## src/rtl/cpu_pkg.sv

```systemverilog
// cpu_pkg: shared widths and types for the 32-bit single-cycle processor
package cpu_pkg;
  localparam int DATA_WIDTH = 32;
  localparam int ADDR_WIDTH = 5;
  localparam int NUM_REGS   = 2 ** ADDR_WIDTH;
  typedef logic [DATA_WIDTH-1:0] word_t;
  typedef logic [ADDR_WIDTH-1:0] reg_idx_t;
endpackage

```

## src/rtl/register_file.sv

```systemverilog
// register_file: 32x32 register file, two combinational read ports, one clocked write port, x0 hardwired to zero
module register_file
  import cpu_pkg::*;
(
  input  logic     clk,
  input  logic     rst_n,
  input  reg_idx_t read_register1,
  input  reg_idx_t read_register2,
  input  reg_idx_t write_register,
  input  logic     write_enable,
  input  word_t    write_data,
  output word_t    read_data1,
  output word_t    read_data2
);
  word_t r_regs [NUM_REGS];
  logic  w_we;
  assign w_we = write_enable && (write_register != '0);
  // clear every register on reset (wins over a same-cycle write), otherwise commit the write
  always_ff @(posedge clk) begin
    if (!rst_n) begin
      for (int i = 0; i < NUM_REGS; i++) r_regs[i] <= '0;
    end else if (w_we) begin
      r_regs[write_register] <= write_data;
    end
  end
  // reads see stored state only, so a same-cycle write is visible after the edge
  assign read_data1 = (read_register1 == '0) ? '0 : r_regs[read_register1];
  assign read_data2 = (read_register2 == '0) ? '0 : r_regs[read_register2];
endmodule

```

## config.mk

```make
export PLATFORM = sky130hd
export DESIGN_NAME = register_file
export DESIGN_NICKNAME = d
export VERILOG_FILES = /design/src/rtl/cpu_pkg.sv /design/src/rtl/register_file.sv
export SDC_FILE = /design/constraint.sdc
export NUM_CORES = 2
export LEC_CHECK = 0
export BUFFER_PORTS_ARGS = -buffer_cell sky130_fd_sc_hd__buf_2
export CAP_MARGIN = 10
export CELL_PAD_IN_SITES_DETAIL_PLACEMENT = 0
export CELL_PAD_IN_SITES_GLOBAL_PLACEMENT = 1
export CORE_AREA = 2 2 252 441
export DETAILED_ROUTE_END_ITERATION = 10
export DIE_AREA = 0 0 254 443
export PLACE_DENSITY_LB_ADDON = 0.1
export SYNTH_ARGS = -nofsm -noshare
export SYNTH_HDL_FRONTEND = slang
export SYNTH_SLANG_ARGS = --single-unit
```

## constraint.sdc

```tcl
create_clock -name clk -period 12.8 [get_ports clk]
set_clock_uncertainty 0.15 [all_clocks]
set_input_delay 2.56 -clock clk [delete_from_list [all_inputs] [get_ports clk]]
set_output_delay 2.56 -clock clk [all_outputs]
set_load 0.03 [all_outputs]
```

==> parameters.txt <==
Parameter                              Value

Logic synthesis
  Portion of the post-synthesis area used by sequential elements    56.7%
  Mapped Avg Cell Area    roughly 15 sq um
  Synth unique cells    a little over 40
  Post-Synthesis Cells    around 3.5k
  Synth Warn #    0
  Number of flip-flops and latches in the synthesized netlist    1,024
  Post-synth top flop    sky130_fd_sc_hd__edfxtp_1
  Number of synthesized flops with an enable pin    between 1k and 1.5k
  Synth async-reset ratio    0%
  Synthesized area    54,200 sq um

Pwr
  IR drop worst, VDD    about 0.095 mV
  Leakage power of the design    just over 20 nW
  Final Power    7.87 mW
  PD cells    132 nW/um^2

Cells and area
  Leading registers by flop count    r_regs x1024
  Non-Filler Instances    5,013
  NumNets Final    3,520
  Area of all placed cells without fillers    a little under 60,000 sq um
  Largest reg by FF count    r_regs
  Largest register FFs    1,024
  Area grow syn2layout    9.63%
  Share of final-layout standard cells stronger than drive strength 1    around a quarter

Placed design
  Quantity of I/O buffers inserted on ports    between 100 and 150
  Cell count after placement    4,840
  Routability-driven placement congestion ratio    0.843
  Post-placement worst setup slack    3.64 ns
  Half-perimeter wire length after detailed placement    110,000 um
  Total cell area at the placement stage    56,400 sq um

Detailed routing
  DR pass1 iterations    5
  Post-Route WL    189,000 um
  Post-DRT Antenna Nets    0
  Detailed router's first-iteration violation count    4,218
  Total number of vias    34.2k
  Detailed-route DRC error count    0
  Via count normalized by instance count    slightly below 7
  Wire per inst    37.7 um

STA
  Hold violation total from the final report    0
  Final Max Slew Viols    0
  Maximum frequency from static timing analysis    ~110 MHz
  Minimum period implied by the final worst setup slack    9.37 ns
  TNS Setup    0 ns
  Tightest slew margin relative to the limit    9.99%
  RSZ-0062 raised after global routing    no
  Final setup viols    0
  Transition time at the pin with the least slew margin    1.32 ns
  Crit share post-route    73.2%
  Worst setup slack after layout    roughly 3.4 ns

Worst setup path
  Most numerous cell on the critical path    sky130_fd_sc_hd__buf_4
  Data required time of the critical path    ~10 ns
  Crit path arrival time    6.66 ns
  Critical path endpoint category    primary output
  Startpoint types    primary input
  WS Path Type    primary input to primary output
  CP Cell Sequence    buf_6 -> buf_4 -> or3b_2 -> buf_4 -> o22ai_1 -> a2111oi_0 -> buf_4 -> nor3_1 -> buf_2
  Cell with the largest stage delay on the worst path    sky130_fd_sc_hd__a2111oi_0
  CP max stage delay    roughly 1.1 ns
  Biggest fanout along the worst timing path    57

Global route
  Antenna violations before repair    13
  First-pass GRT wire length    264,000 um
  Total routing usage reported by global routing    33.9%
  Congestion Overflow GR    0
  Vias in the first global route    35.2k
  Maximum number of pins on one net before global-route repair    129

Die
  Width of the die    about 250 um
  Initial core utilization    49.6%
  Core footprint    109,000 sq um
  DIE HEIGHT    443 um
  Die Outline Area    113,000 sq um
  Number of placement rows    161
  Count of boundary I/O pins    around 110

Flow run
  Max capacitance violation total    0

CTS
  Clock tree from TritonCTS    done
  Number of hold buffers added after cts    0
  Clock slew at the register clock pins of the worst setup and hold paths    0.06 ns
  Deepest clock path buffer count    3
  Post-CTS Setup Repair Bufs    0
  Clk sinks    1,024
  Number of H-tree levels    3
  Resize count post-CTS    0
  Clock tree root driver cell    sky130_fd_sc_hd__clkbuf_16
  Clock buffer count from CTS    95

Worst hold path
  Hold Crit Endpoint    r_regs[16][6]
  Class of the tightest hold or removal check    primary input to register
  Hold Path Origin    write_data[6]
  Number of stages on the worst hold path    2

Run status
  Status    finished clean
-- power by group --
| part | total (mW) | switching, mW | leakage [nW] | internal (mW) |
|---|---|---|---|---|
| logic | 1.01 | 0.618 | 8.97 | 0.393 |
| registers | 3.98 | 0.104 | 9.75 | 3.88 |
| clock network | 2.88 | 1.30 | 1.49 | 1.59 |
| total | 7.87 | 2.02 | 20.2 | 5.85 |
-- metal layers --
layer	up-vias	track usage, %	share of wire [%]
li1	13494	-	-
met1	18004	42.6	36
met2	2131	56.5	50
met3	590	4.95	8.5
met4	8	18.3	5.9
met5	-	0	0.035
-- worst max-delay path by stage --
stage                            startpoint        endpoint  slack (ns)  cells after the start
after floorplan           read_register2[2]   read_data2[6]        5.44                      6
after global placement    read_register2[2]  read_data2[29]        3.67                      9
after detailed placement  read_register2[2]  read_data2[29]        3.64                      9
after CTS                 read_register2[2]  read_data2[29]        3.62                      9
after global routing      read_register2[2]  read_data2[29]        3.46                      9
final                     read_register2[2]  read_data2[29]        3.43                      9
-- kinds of logic after synthesis --
family / share of synthesized area (%)
multiplexers: 23.0
AND/OR/NAND/NOR: 13.0
flip-flops: 56.7
buffers and inverters: 3.33
other: 0.00692
AO/OA/AOI/OAI: 3.96
-- Yosys cell counts (all sizes together), types with 6 or more instances --
master	number	area, sq um
a2111oi	29	269
a211oi	34	255
a21oi	10	50.1
a22o	51	447
a22oi	18	135
and2	996	6230
buf	113	767
clkbuf	275	1030
edfxtp	1024	30700
mux2	30	338
mux2i	154	1540
mux4	470	10600
nand2	9	33.8
nand2b	6	37.5
nor2	36	135
nor2b	15	93.8
nor3	54	270
nor4	8	50.1
o21ai	33	165
o221ai	27	236
o22ai	79	494
-- per-stage QoR --
stage	hold WS, ns	utilization, %
finish	2.33	54.4
global route	2.35	54.4
CTS	2.29	54.4
detailed placement	3.05	51.6
global placement	3.04	51.6
floorplan	2.61	-
-- cells in the final DEF (no fill, tap or decap), types with 25 or more instances in the layout --
master and instances:
sky130_fd_sc_hd__mux2i_1 154, sky130_fd_sc_hd__nor3_1 54, sky130_fd_sc_hd__clkbuf_16 99, sky130_fd_sc_hd__buf_2 105, sky130_fd_sc_hd__conb_1 32, sky130_fd_sc_hd__mux4_2 470
sky130_fd_sc_hd__buf_4 106, sky130_fd_sc_hd__a211oi_1 34, sky130_fd_sc_hd__and2_1 995, sky130_fd_sc_hd__a22o_1 51, sky130_fd_sc_hd__mux2_2 30, sky130_fd_sc_hd__o221ai_1 27
sky130_fd_sc_hd__o21ai_4 31, sky130_fd_sc_hd__o22ai_1 79, sky130_fd_sc_hd__edfxtp_1 1024, sky130_fd_sc_hd__clkinv_1 25
-- worst max-delay path, delay by kind of cell --
kind                   cells  cell delay, ns
AND/OR/NAND/NOR            2            0.38
AO/OA/AOI/OAI              2            1.27
buffers and inverters      5            2.30
-- area by class of cell --
cell class | count | area [sq um]
inverter | 2 | 7.51
clock inverter | 58 | 503
multi-input combinational | 2126 | 22300
clock buffer | 113 | 2530
tap | 1467 | 1840
sequential | 1024 | 30700
antenna | 2 | 5.00
timing repair buffer | 221 | 1490
fill | 8824 | 49800
Note: power is estimated with default switching activity, not from simulation.
